[src/rtl/stdout_uart_tx.sv]
// Byte FIFO feeding an 8N1 serial transmitter for the core's stdout port.
// Writes are strobed in; frames go out back-to-back while the FIFO has data.
module stdout_uart_tx #(
  parameter int CLKS_PER_BIT = 868,
  parameter int FIFO_DEPTH   = 16
) (
  input  logic                          clk,
  input  logic                          reset,
  input  logic                          wr_en,
  input  logic [7:0]                    wr_data,
  output logic                          txd,
  output logic                          full,
  output logic                          empty,
  output logic [$clog2(FIFO_DEPTH):0]   level,
  output logic                          overflow
);

  localparam int AW = $clog2(FIFO_DEPTH);
  localparam int LW = AW + 1;
  localparam int CW = $clog2(CLKS_PER_BIT);
  localparam logic [LW-1:0] DEPTH_L  = LW'(FIFO_DEPTH);
  localparam logic [CW-1:0] BAUD_MAX = CW'(CLKS_PER_BIT - 1);

  typedef enum logic [1:0] {S_IDLE, S_START, S_DATA, S_STOP} state_t;

  state_t          state_q, state_d;
  logic [CW-1:0]   cnt_q, cnt_d;
  logic [2:0]      idx_q, idx_d;
  logic [7:0]      sh_q, sh_d;
  logic            txd_q, txd_d;
  logic [AW-1:0]   wp_q, wp_d, rp_q, rp_d;
  logic [LW-1:0]   level_q, level_d;
  logic            ovf_q, ovf_d;
  logic [7:0]      mem [FIFO_DEPTH];

  logic push, pop, baud_last, have_data;

  assign full      = (level_q == DEPTH_L);
  assign empty     = (level_q == '0) && (state_q == S_IDLE);
  assign level     = level_q;
  assign overflow  = ovf_q;
  assign txd       = txd_q;
  assign have_data = (level_q != '0);
  assign baud_last = (cnt_q == BAUD_MAX);
  // A write against a full FIFO is dropped even if a pop frees a slot this edge.
  assign push      = wr_en && !full;

  always_comb begin
    state_d = state_q;
    cnt_d   = baud_last ? '0 : cnt_q + 1'b1;
    idx_d   = idx_q;
    sh_d    = sh_q;
    pop     = 1'b0;
    case (state_q)
      S_IDLE: begin
        cnt_d = '0;
        if (have_data) begin
          pop     = 1'b1;
          state_d = S_START;
        end
      end
      S_START: begin
        if (baud_last) begin
          state_d = S_DATA;
          idx_d   = 3'd0;
        end
      end
      S_DATA: begin
        if (baud_last) begin
          if (idx_q == 3'd7) state_d = S_STOP;
          else               idx_d   = idx_q + 3'd1;
        end
      end
      S_STOP: begin
        if (baud_last) begin
          if (have_data) begin
            pop     = 1'b1;
            state_d = S_START;
          end else begin
            state_d = S_IDLE;
          end
        end
      end
      default: state_d = S_IDLE;
    endcase
    if (pop) sh_d = mem[rp_q];

    // Line follows the current state one cycle later, keeping txd a pure flop.
    case (state_q)
      S_START: txd_d = 1'b0;
      S_DATA:  txd_d = sh_q[idx_q];
      default: txd_d = 1'b1;
    endcase

    wp_d    = push ? wp_q + 1'b1 : wp_q;
    rp_d    = pop  ? rp_q + 1'b1 : rp_q;
    level_d = level_q;
    if (push && !pop)      level_d = level_q + LW'(1);
    else if (!push && pop) level_d = level_q - LW'(1);
    ovf_d   = ovf_q | (wr_en & full);
  end

  always_ff @(posedge clk) begin
    if (reset) begin
      state_q <= S_IDLE;
      cnt_q   <= '0;
      idx_q   <= '0;
      sh_q    <= '0;
      txd_q   <= 1'b1;
      wp_q    <= '0;
      rp_q    <= '0;
      level_q <= '0;
      ovf_q   <= 1'b0;
    end else begin
      state_q <= state_d;
      cnt_q   <= cnt_d;
      idx_q   <= idx_d;
      sh_q    <= sh_d;
      txd_q   <= txd_d;
      wp_q    <= wp_d;
      rp_q    <= rp_d;
      level_q <= level_d;
      ovf_q   <= ovf_d;
    end
  end

  always_ff @(posedge clk) begin
    if (push && !reset) mem[wp_q] <= wr_data;
  end

endmodule

[config.mk]
export PLATFORM = sky130hd
export DESIGN_NAME = stdout_uart_tx
export DESIGN_NICKNAME = d
export VERILOG_FILES = /design/src/rtl/stdout_uart_tx.sv
export SDC_FILE = /design/constraint.sdc
export NUM_CORES = 1
export LEC_CHECK = 0
export BUFFER_PORTS_ARGS = -buffer_cell sky130_fd_sc_hd__buf_2
export CAP_MARGIN = 20
export CORE_AREA = 2 2 106 108
export CTS_BUF_LIST = sky130_fd_sc_hd__clkbuf_8 sky130_fd_sc_hd__clkbuf_16
export DETAILED_ROUTE_END_ITERATION = 8
export DIE_AREA = 0 0 108 110
export HOLD_SLACK_MARGIN = 0.03
export PLACE_DENSITY = 0.91
export SLEW_MARGIN = 40
export SYNTH_ARGS = -nofsm -noshare
export SYNTH_HDL_FRONTEND = slang
export SYNTH_SLANG_ARGS = --single-unit
[constraint.sdc]
create_clock -name clk -period 6 [get_ports clk]
set_clock_uncertainty 0.15 [all_clocks]
set_input_delay 0.6 -clock clk [delete_from_list [all_inputs] [get_ports clk]]
set_output_delay 0.6 -clock clk [all_outputs]
set_load 0.005 [all_outputs]
* Yosys cells after proc, flatten, opt, wreduce, memory -nomap -nowiden
Memory sizes are Yosys's and may differ from the RTL's. A register that Yosys moved wholly into a read port is not among the register bits.
Index checks and enable logic that the tools add are counted.
W data, S select, Z words.
** Word-level totals
- Logic and storage cells :: 68
- Output and inout bits :: 9
- Input port bits :: 11
- Bits in writable memories :: 128
- Register bits after elaboration :: 30
- Memories kept :: 1
** Cells by class
- Multiplexer cells :: 21
- Reduce and logical (&&, ||, !) cells :: 17
- Equality and inequality tests :: 12
- Add/subtract/negate cells :: 6
- Bitwise gates (word level) :: 2
- Order comparisons :: 1
** Memory list
- mem :: words 16, width 8, read ports 1, clocked after Yosys merged registers in 1, write ports 1, RTL line 34 : logic [7:0] mem [FIFO_DEPTH];
** Operators with widths (count)
- $ne A2 B2 Y1 const B :: 6
- $add A10 B1 Y10 const B :: 1
- $eq A10 B10 Y1 const B :: 1
- $mux W2 :: 5
- $mux W5 :: 2
- $mux W3 :: 3
- $add A4 B1 Y4 const B :: 2
- $pmux W2 S4 :: 1
- $mux W1 :: 6
- $pmux W3 S2 :: 1
- $add A5 B1 Y5 const B :: 1
- $eq A5 B5 Y1 const B :: 1
- $logic_and A1 B1 Y1 :: 5
- $logic_not A5 Y1 :: 1
- $reduce_and A5 Y1 :: 1
- $reduce_bool A5 Y1 :: 1
- $sub A5 B1 Y5 const B :: 1
- $eq A2 B2 Y1 const B :: 2
- $logic_not A1 Y1 :: 4
- $lt A3 B4 Y1 const B :: 1
- $pmux W1 S2 :: 2
- $reduce_and A4 Y1 :: 1
- $reduce_bool A2 Y1 :: 2
- $add A3 B1 Y3 const B :: 1
- 7 further kinds :: 7

* Logic depth before layout (Yosys ltp)
- Word-level depth :: 7
- Mapped depth :: 14

* Worst setup path after synthesis
No wires, ideal clock.
- Path kind :: reg2reg
- Start point :: register cnt_q[0]
- End point :: register level_q[4] (netlist: level[4])
- Arrival time :: 2952 ps
- Cell stages (with the launch flop) :: 15
- Path slack :: 2777 ps
- Required time :: 5729 ps
- Clock period less this slack :: 3223 ps
- Path through :: dfxtp_1 > ha_1 > and2_1 > a41oi_1 > nor3_2 > inv_2 > buf_2 > ha_1 > inv_1 > ha_1 > nor2b_1 > o21a_1 > or3_1 > a21oi_1 > mux2_2
** Between the ends
- Word-level cells in the longest chain between the ends :: 6
** RTL lines
- from (decl) :: RTL line 27 : logic [CW-1:0] cnt_q, cnt_d;
- from (signal assigned) :: RTL line 116 : cnt_q <= cnt_d;
- $eq A10 B10 Y1 (*) :: RTL line 44 : assign baud_last = (cnt_q == BAUD_MAX);
- $mux W1 (*) :: RTL line 75 : if (baud_last) begin
- $pmux W1 S2 (*) :: RTL line 54 : case (state_q)
- $logic_not A1 Y1 :: RTL line 98 : if (push && !pop) level_d = level_q + LW'(1);
- $logic_and A1 B1 Y1 :: RTL line 98
- $mux W5 / $reduce_bool A2 Y1 (equally long branches)
- to (signal assigned) :: RTL line 122 : level_q <= level_d;
- to (decl) :: RTL line 32 : logic [LW-1:0] level_q, level_d;
Mark *: on every way between the ends. The rest lies on a longest branch, timed or not.
A chain may end at the register's enable or synchronous reset.

* Worst setup path in the final report
Ends and elaborated chain as after synthesis.

==> impl_results.md <==
- Core box area: 10,700 um^2
- Layout Nets: 496
- Max-slew violations: 0
- Worst setup SP type: register
- WS Path Type: reg2reg
- Cts-stage hold buffer count: 0
- Commonest cells after routing, fill and taps aside: edfxtp_1, nor2_1, dfxtp_1, mux4_2, buf_2
- Fmax: 0.263 GHz
- Rel. slew slack: 43.8%
- Die ar.: 11,900 um^2
- Max rail drop VDD: 0.000478 V
- IO Pins: 20
- CTS sink cnt: 166
- Clk slew on worst S/H paths: 0.06 ns
- Post-CTS setup buffers: 0
- Overflow after GRT: 0
- Max Cap Violations: 0
- Die height: 110 um
- Routed WL: 13,300 um
- Worst skew pair latency: 0.54 ns
- Post-synth EDFFs: 128
- Vias per cell: 6.25
- Syn. warnings: 0
- Routed Antenna Nets: 0
- Drt drc: 0
- Starting Density: 64.0%
- Largest cells by area after synthesis: edfxtp_1, dfxtp_1, mux4_2, nor2_1, ha_1
- Setup violators final: 0
- Leak pwr: 2.52 nW
- Placed cells: 587
- Die Wd: 108 um
- Syn avg cell area: 15.2 um^2
- Seq cells post-synth: 166
- WL/cell: 21.5 um
- Crit path time final: 3.80 ns
- Critical Path Fanout Max: 13
- Port Buf Inserts: 19
- Final Non-Filler Cells: 619
- Critical Path RT: 6.28 ns
- Drt first-iter violations: 371
- Final period util: 63.3%
- Via count: 3,869
- Area grow syn2layout: 10.7%
- RSZ-0062 raised after global routing: false
- Most common cell after layout, fill and taps aside: edfxtp_1
- GRT Total Usage: 24.2%
- Cell taking the most area after synthesis: edfxtp_1
- First-pass GRT wire length: 20,600 um
- CTS tree: done
- Vias in the first global route: 3,836
- PwrDens: 411 nW/um^2
- Status: finished, final reports clean
- Main synth FF type: edfxtp_1
- CTS max path bufs: 2
- Drt pass-1 iters: 5
- Initial antenna violation count: 0
- Row cnt: 38
- Seq/Total Area, Yosys: 67.3%
- H-tree depth: 4
- Cell Area, Synth: 6850 um^2
- HPWL Detailed: 8370 um
- Setup crit end kind: register
- Cts bufs inserted: 17
- Worst-margin pin slew: 0.840 ns
- Synth cell types: 42
- Fraction of layout cells with a size suffix above 1: 20.7%
- Synth async-reset ratio: 0%
- Post-Syn Nets: 479
- Post-cts sizing count: 0
- Post-Synthesis Cells: 449
- ANT cells: 0
- HP Class: in2reg
- Top-area cell type share of the netlist area: 56.2%
- Root Buffer: clkbuf_8
- Final Hold Fails: 0
- Routability cong.: 0.849
- Fin Setup TNS: 0 ns
- Pin count of the biggest net entering global routing: 45
- Critical Path AT: 4.08 ns
area by class of cell:
cell class	instances	area, um^2
sequential	166	4610
timing repair buffer	19	95.1
clock buffer	17	414
inverter	10	37.5
fill	633	3120
multi-input combinational	252	2120
clock inverter	15	129
tap	140	175
synth_stat cells, drive strengths merged, types with 2 or more instances:
| library cell | number |
|---|---|
| edfxtp | 128 |
| nor2 | 62 |
| dfxtp | 38 |
| mux4 | 26 |
| ha | 18 |
| mux2 | 17 |
| o22ai | 15 |
| mux2i | 14 |
| clkbuf | 11 |
| buf | 10 |
| inv | 10 |
| nand2 | 10 |
| nor3 | 10 |
| o21ai | 10 |
| a21oi | 9 |
| xor2 | 9 |
| nand3 | 7 |
| and3 | 6 |
| xnor2 | 6 |
| and2 | 5 |
| nor2b | 5 |
| a211oi | 4 |
| or3 | 4 |
| nand2b | 2 |
| nor4 | 2 |
flip-flops by register name (all words and copies together), names as in the netlist:
| name | flops |
|---|---|
| level | 5 |
| cnt_q | 10 |
| idx_q | 3 |
| wp_q | 4 |
| overflow | 1 |
| txd | 1 |
| mem | 128 |
| rp_q | 4 |
| state_q | 2 |
| sh_q | 8 |
power breakdown:
part	internal (mW)	total, mW	leakage, nW	switching (mW)
Sequential	1.31	1.41	1.47	0.102
Clock	0.552	0.999	0.253	0.447
Combinational	0.315	0.705	0.802	0.390
Total	2.18	3.12	2.52	0.939
worst max-delay path: stages, from the launching register on:
cell     delay, ns
dfxtp_1       0.38
ha_1          0.26
and2_1        0.18
a41oi_1       0.18
nor3_4        0.51
inv_2         0.21
ha_1          0.30
inv_1         0.14
ha_1          0.26
nor2b_1       0.14
o21a_1        0.17
or3_1         0.30
a21oi_1       0.17
mux2_2        0.34
final timing paths:
| kind | from | endpoint | slack, ns | depth (start not counted) |
|---|---|---|---|---|
| hold / removal | wr_en | overflow$_SDFF_PP0_ | 0.17 | 3 |
| setup reg to reg | cnt_q[0]$_SDFF_PP0_ | level[4]$_SDFFE_PP0P_ | 2.20 | 13 |
| setup / recovery | cnt_q[0]$_SDFF_PP0_ | level[4]$_SDFFE_PP0P_ | 2.20 | 13 |
| hold reg to reg | sh_q[1]$_SDFFE_PP0P_ | sh_q[1]$_SDFFE_PP0P_ | 0.34 | 2 |
metrics by stage:
step	hold WS [ns]	power [mW]	setup slack (ns)	util, %	cell area, um^2
final	0.167	3.12	2.20	70.9	7580
after global routing	0.189	3.24	1.95	70.9	7580
after CTS	0.158	3.10	2.04	70.8	7570
after detailed placement	0.324	2.12	2.09	65.7	7030
after global placement	0.292	2.07	2.25	65.7	7020
after floorplan	0.276	1.94	2.78	-	6850
metal layers:
layer  global-route usage, %  routed length, um
met3                    5.41                955
met5                       0                  0
met4                    9.52                308
met1                    31.6               5180
met2                    40.3               6880
kinds of logic after synthesis:
kind of cell	count (synthesis)	share of synthesized area [%]
buffers and inverters	31	1.92
and+or+nand+nor	117	7.97
xor gates and xnor gates	15	1.92
DFF	166	67.3
AOI/OAI and AO/OA	44	3.95
adders and majority gates	19	3.58
muxes	57	13.4
Note: power is estimated with default switching activity, not from simulation.
